==> src/rtl/shf_issue_ctl_pkg.sv <==
// Shared definitions for the shifter issue/writeback controller.
// Shift-class encodings and default widths.
package shf_issue_ctl_pkg;

    localparam int SHF_DATASIZE = 16;
    localparam int SHF_RADDR    = 4;

    localparam logic [1:0] SHF_CLS_SHIFT = 2'b00;
    localparam logic [1:0] SHF_CLS_ROT   = 2'b01;
    localparam logic [1:0] SHF_CLS_LEFTZ = 2'b10;
    localparam logic [1:0] SHF_CLS_LEFTO = 2'b11;

    // Only the shift and rotate classes consume the Y operand.
    function automatic logic cls_uses_y(input logic [1:0] c);
        return (c == SHF_CLS_SHIFT) || (c == SHF_CLS_ROT);
    endfunction

endpackage

==> src/rtl/shf_issue_ctl.sv <==
// Two-stage (issue E / writeback W) controller for the 16-bit shifter.
// Forwards the W result into E so dependent shifts issue back-to-back.
module shf_issue_ctl
    import shf_issue_ctl_pkg::*;
#(
    parameter int DATASIZE = SHF_DATASIZE,
    parameter int RADDR    = SHF_RADDR
) (
    input  logic                clk,
    input  logic                reset,
    input  logic                req_valid,
    output logic                req_ready,
    input  logic [1:0]          req_cls,
    input  logic [RADDR-1:0]    req_rx,
    input  logic [RADDR-1:0]    req_ry,
    input  logic [RADDR-1:0]    req_rn,
    input  logic                xb_busy,
    output logic [RADDR-1:0]    rf_rd_addr_x,
    output logic [RADDR-1:0]    rf_rd_addr_y,
    input  logic [DATASIZE-1:0] rf_rd_dt_x,
    input  logic [DATASIZE-1:0] rf_rd_dt_y,
    output logic                ps_shf_en,
    output logic [1:0]          ps_shf_cls,
    output logic [DATASIZE-1:0] xb_dtx,
    output logic [DATASIZE-1:0] xb_dty,
    input  logic [DATASIZE-1:0] shf_xb_dt,
    input  logic                shf_ps_sv,
    input  logic                shf_ps_sz,
    output logic                rf_wr_en,
    output logic [RADDR-1:0]    rf_wr_addr,
    output logic [DATASIZE-1:0] rf_wr_dt,
    input  logic                stky_clr,
    output logic                astat_sv,
    output logic                astat_sz,
    output logic                stky_sv
);

    logic             r_w_valid;
    logic [RADDR-1:0] r_w_rn;
    logic             r_astat_sv;
    logic             r_astat_sz;
    logic             r_stky_sv;

    logic w_issue;
    logic w_fwd_x;
    logic w_fwd_y;
    logic w_wb;

    assign req_ready    = ~reset & ~xb_busy;
    assign w_issue      = req_valid & req_ready;
    assign rf_rd_addr_x = req_rx;
    assign rf_rd_addr_y = req_ry;

    // The RF has no write-through, so the W result is bypassed into E.
    assign w_fwd_x = r_w_valid & (r_w_rn == req_rx);
    assign w_fwd_y = r_w_valid & (r_w_rn == req_ry)
                   & cls_uses_y(req_cls);

    // Operand and class drive toward the shifter; idle cycles drive zero.
    always_comb begin
        ps_shf_en  = w_issue;
        ps_shf_cls = SHF_CLS_SHIFT;
        xb_dtx     = '0;
        xb_dty     = '0;
        if (w_issue) begin
            ps_shf_cls = req_cls;
            xb_dtx     = w_fwd_x ? shf_xb_dt : rf_rd_dt_x;
            if (cls_uses_y(req_cls)) begin
                xb_dty = w_fwd_y ? shf_xb_dt : rf_rd_dt_y;
            end
        end
    end

    // E-to-W pipeline register; W never stalls.
    always_ff @(posedge clk) begin
        if (reset) begin
            r_w_valid <= 1'b0;
        end else begin
            r_w_valid <= w_issue;
        end
        r_w_rn <= req_rn;
    end

    // An op sitting in W during reset is dropped.
    assign w_wb       = r_w_valid & ~reset;
    assign rf_wr_en   = w_wb;
    assign rf_wr_addr = r_w_rn;
    assign rf_wr_dt   = shf_xb_dt;

    // Status update at the end of W; a new SV outranks a sticky clear.
    always_ff @(posedge clk) begin
        if (reset) begin
            r_astat_sv <= 1'b0;
            r_astat_sz <= 1'b0;
            r_stky_sv  <= 1'b0;
        end else begin
            if (r_w_valid) begin
                r_astat_sv <= shf_ps_sv;
                r_astat_sz <= shf_ps_sz;
            end
            r_stky_sv <= (r_stky_sv & ~stky_clr)
                       | (r_w_valid & shf_ps_sv);
        end
    end

    assign astat_sv = r_astat_sv;
    assign astat_sz = r_astat_sz;
    assign stky_sv  = r_stky_sv;

endmodule

==> config.mk <==
export PLATFORM = sky130hd
export DESIGN_NAME = shf_issue_ctl
export DESIGN_NICKNAME = d
export VERILOG_FILES = /design/src/rtl/shf_issue_ctl_pkg.sv /design/src/rtl/shf_issue_ctl.sv
export SDC_FILE = /design/constraint.sdc
export NUM_CORES = 1
export LEC_CHECK = 0
export CORE_AREA = 2 2 53 55
export CTS_CLUSTER_DIAMETER = 30
export DETAILED_ROUTE_END_ITERATION = 10
export DIE_AREA = 0 0 55 57
export DONT_BUFFER_PORTS = 1
export PLACE_DENSITY = 0.62
export SYNTH_ARGS = -nofsm -noshare
export SYNTH_HDL_FRONTEND = slang
export SYNTH_SLANG_ARGS = --single-unit
==> constraint.sdc <==
create_clock -name clk -period 2.45 [get_ports clk]
set_clock_uncertainty 0.2 [all_clocks]
set_input_delay 0.3675 -clock clk [delete_from_list [all_inputs] [get_ports clk]]
set_output_delay 0.3675 -clock clk [all_outputs]
set_load 0.03 [all_outputs]
==> impl_metrics.env <==
export IMPL_groute_usage_overall=0.184
export IMPL_yosysMostFrequentCell="sky130_fd_sc_hd__nand2_1"
export IMPL_worstMarginPinSlew_ps=567
export IMPL_timing_final_crit_share=1.01
export IMPL_place_hpwl_um=2340
export IMPL_multi_input_comb_area_um2=942
export IMPL_synth_yosys_seq_area_share=0.136
export IMPL_finalNetCount=247
export IMPL_synthToLayoutAreaGrowth_pct=32.1
export IMPL_cp_max_fo=8
export IMPL_setup_repair_after_global_routing_missed_its_margin="true"
export IMPL_cp_startpoint="rf_wr_addr[0]"
export IMPL_power_density_cell_area_nw_per_um2=250
export IMPL_fin_setup_tns_ps=-39.8
export IMPL_synth_edf_count=0
export IMPL_status="finished with violations"
export IMPL_tritoncts="yes"
export IMPL_worstPathCellList="xnor2_2 -> nand3_2 -> nor4b_4 -> buf_4 -> clkbuf_16 -> mux2i_1 -> buf_4"
export IMPL_cp_top_family="buffers and inverters"
export IMPL_relSlewSlack=0.621
export IMPL_clockBufferDepth=2
export IMPL_period_needed_ps=2470
export IMPL_cp_start_kind="register"
export IMPL_syn_cell_area_um2=1180
export IMPL_pin_count=137
export IMPL_synth_top_area_cell="sky130_fd_sc_hd__mux2i_1"
export IMPL_tritoncts_num_sinks=8
export IMPL_antenna_diode_count=0
export IMPL_buffer_ports_inserted=0
export IMPL_grt_max_degree=36
export IMPL_max_freq_mhz=405
export IMPL_ys_warn_count=0
export IMPL_htreeDepth=1
export IMPL_cp_depth=7
export IMPL_violations="negative setup slack"
export IMPL_final_setup_violation_count=6
export IMPL_detailedRoute_firstIterationViolations=33
export IMPL_placedCellCount=194
export IMPL_core_um2=2620
export IMPL_netlist_top_cells_count="sky130_fd_sc_hd__nand2_1 (66), sky130_fd_sc_hd__mux2i_1 (33), sky130_fd_sc_hd__buf_4 (28)"
export IMPL_postSynthAreaPerCell_um2=7.14
export IMPL_critPathRequiredTime_ps=1880
export IMPL_floorplan_die_width_um=55
export IMPL_dieArea_um2=3140
export IMPL_timing_critical_path_arrival_ps=1900
export IMPL_r2r_end="stky_sv"
export IMPL_drc_errors=0
export IMPL_drv_cap=0
export IMPL_clk_pin_slew_ps=50
export IMPL_antenna_left=0
export IMPL_ys_seq_elements=8
export IMPL_final_cells=208
export IMPL_power_static_leakage_nw=0.536
export IMPL_r2r_start="stky_sv"
export IMPL_report_final_slew_viol_count=0
export IMPL_yosysUniqueCellTypes=19
export IMPL_worst_setup_path_class="reg2out"
export IMPL_clockRootBuffer="sky130_fd_sc_hd__clkbuf_4"
export IMPL_post_synth_top_area_fraction=0.280
export IMPL_post_route_cells_drive_above_1_share=0.356
export IMPL_final_util=0.595
export IMPL_critical_path_endpoint_type="output pin"
export IMPL_grt_pass1_vias=1061
export IMPL_drt_pass1_iter_count=4
export IMPL_timing_critical_path_buf_inv=3
export IMPL_hold_path_class="in2reg"
export IMPL_async_flop_share=0
export IMPL_cts_inserted_buffers=3
export IMPL_fillerInstances=227
export IMPL_initial_utilization=0.451
export IMPL_place_congestion=0.599
export IMPL_total_power_w=0.000389
export IMPL_via_count=1137
export IMPL_floorplan_rows=19
export IMPL_vdd_ir_drop_worst_v=0.000297
export IMPL_wire_per_inst_um=14.9
export IMPL_crit_end="xb_dty[0]"
export IMPL_worst_skew_pair_late_latency_ps=260
export IMPL_synth_area_top_cells="sky130_fd_sc_hd__mux2i_1 (28%), sky130_fd_sc_hd__nand2_1 (21%), sky130_fd_sc_hd__buf_4 (18%)"
export IMPL_worst_r2r_cell_count=2
export IMPL_finalWorstSetupSlack_ps=-20.0
export IMPL_area_sequential_um2=166
export IMPL_final_hold_viol_count=0
export IMPL_synth_main_ff_cell="sky130_fd_sc_hd__dfxtp_1"
export IMPL_worst_path_largest_cell_delay_ps=420
export IMPL_global_route_congestion_overflow_total=0
export IMPL_die_h_um=57
export IMPL_cp_slowest_cell="sky130_fd_sc_hd__dfxtp_4"
export IMPL_postRouteWirelength_um=3090
export IMPL_worst_r2r_setup_slack_ps=1420
export IMPL_wire_length_of_the_first_global_routing_pass_um=4340
export IMPL_netlist_instances=165
export IMPL_worst_hold_slack_ps=71.7
export IMPL_cpMostUsedCell="sky130_fd_sc_hd__buf_4"
export IMPL_synth_fp_nets=234
export IMPL_viasPerCell=5.47
export IMPL_antenna_violations_before_repair=0
==> layout by cell type (no fill, tap or decap) <==
cell type                        n
sky130_fd_sc_hd__nand2_1        66
sky130_fd_sc_hd__buf_4          31
sky130_fd_sc_hd__mux2i_1        21
sky130_fd_sc_hd__mux2i_4        10
sky130_fd_sc_hd__dlygate4sd3_1   6
sky130_fd_sc_hd__dfxtp_1         5
sky130_fd_sc_hd__xor2_1          4
sky130_fd_sc_hd__buf_6           4
sky130_fd_sc_hd__xnor2_2         3
sky130_fd_sc_hd__clkbuf_4        3
sky130_fd_sc_hd__nor2_1          2
sky130_fd_sc_hd__mux2i_2         2
sky130_fd_sc_hd__and2_1          2
sky130_fd_sc_hd__nand2b_1        2
sky130_fd_sc_hd__a21oi_1         2
sky130_fd_sc_hd__dfxtp_2         2
sky130_fd_sc_hd__nor3b_4         1
sky130_fd_sc_hd__xnor2_1         1
sky130_fd_sc_hd__nor4_4          1
sky130_fd_sc_hd__nor2b_2         1
sky130_fd_sc_hd__nand3_2         1
sky130_fd_sc_hd__nor4b_4         1
sky130_fd_sc_hd__nor2b_1         1
sky130_fd_sc_hd__nor3b_1         1
sky130_fd_sc_hd__clkbuf_1        1
sky130_fd_sc_hd__clkbuf_16       1
sky130_fd_sc_hd__buf_12          1
sky130_fd_sc_hd__dfxtp_4         1
==> through the flow <==
| step | cell area (µm²) | setup slack, ps |
|---|---|---|
| after global placement | 1350 | 274 |
| after CTS | 1480 | 30.3 |
| final | 1560 | -20.0 |
| after global routing | 1560 | -90.0 |
| after detailed placement | 1350 | 181 |
| after floorplan | 1300 | -98.1 |
==> worst min path at each step <==
| stage | slack (ps) | end | start | depth (start not counted) |
|---|---|---|---|---|
| after floorplan | 200 | rf_wr_addr[0] | req_rn[0] | 0 |
| after global placement | 200 | rf_wr_addr[0] | req_rn[0] | 0 |
| after detailed placement | 200 | rf_wr_addr[0] | req_rn[0] | 0 |
| after CTS | 60 | astat_sz | shf_ps_sz | 2 |
| after global routing | 70 | r_w_valid | req_valid | 1 |
| final | 70 | r_w_valid | req_valid | 1 |
==> registers in the layout (all words and copies together), names as in the netlist <==
register and cells:
astat_sz 1, stky_sv 1, astat_sv 1, r_w_valid 1
rf_wr_addr 4
==> per-layer routing <==
metal | global-route usage | wire [µm]
met1 | 0.166 | 1040
met2 | 0.369 | 1710
met3 | 0.0393 | 311
met4 | 0.0732 | 32
met5 | 0 | 0
==> final cells by class <==
| type | instances | area share |
|---|---|---|
| clock buffer | 4 | 0.0169 |
| multi-input combinational | 122 | 0.605 |
| sequential | 8 | 0.107 |
| tap | 31 | 0.0249 |
| timing repair buffer | 43 | 0.246 |
==> timing repair <==
action,in CTS,in global routing
hold buffers,6,0
pin swaps,1,2
setup buffers,2,1
endpoints found under the hold margin,8,0
cloned,1,1
endpoints found under the setup margin,18,16
resized for setup,5,10
==> cells by family after synthesis <==
group,synth area share
XOR/XNOR,0.0594
AO/OA/AOI/OAI,0.00849
flip-flops,0.136
AND/OR/NAND/NOR,0.300
multiplexers,0.280
buffers and inverters,0.215
==> where the power goes <==
group	internal, W	switching (W)	leakage, nW
clock	0.0000623	0.0000447	0.0150
sequential	0.000136	0.0000117	0.0667
combinational	0.0000562	0.0000785	0.454
total	0.000255	0.000135	0.536
No activity file was read; power rests on OpenSTA's default activity.
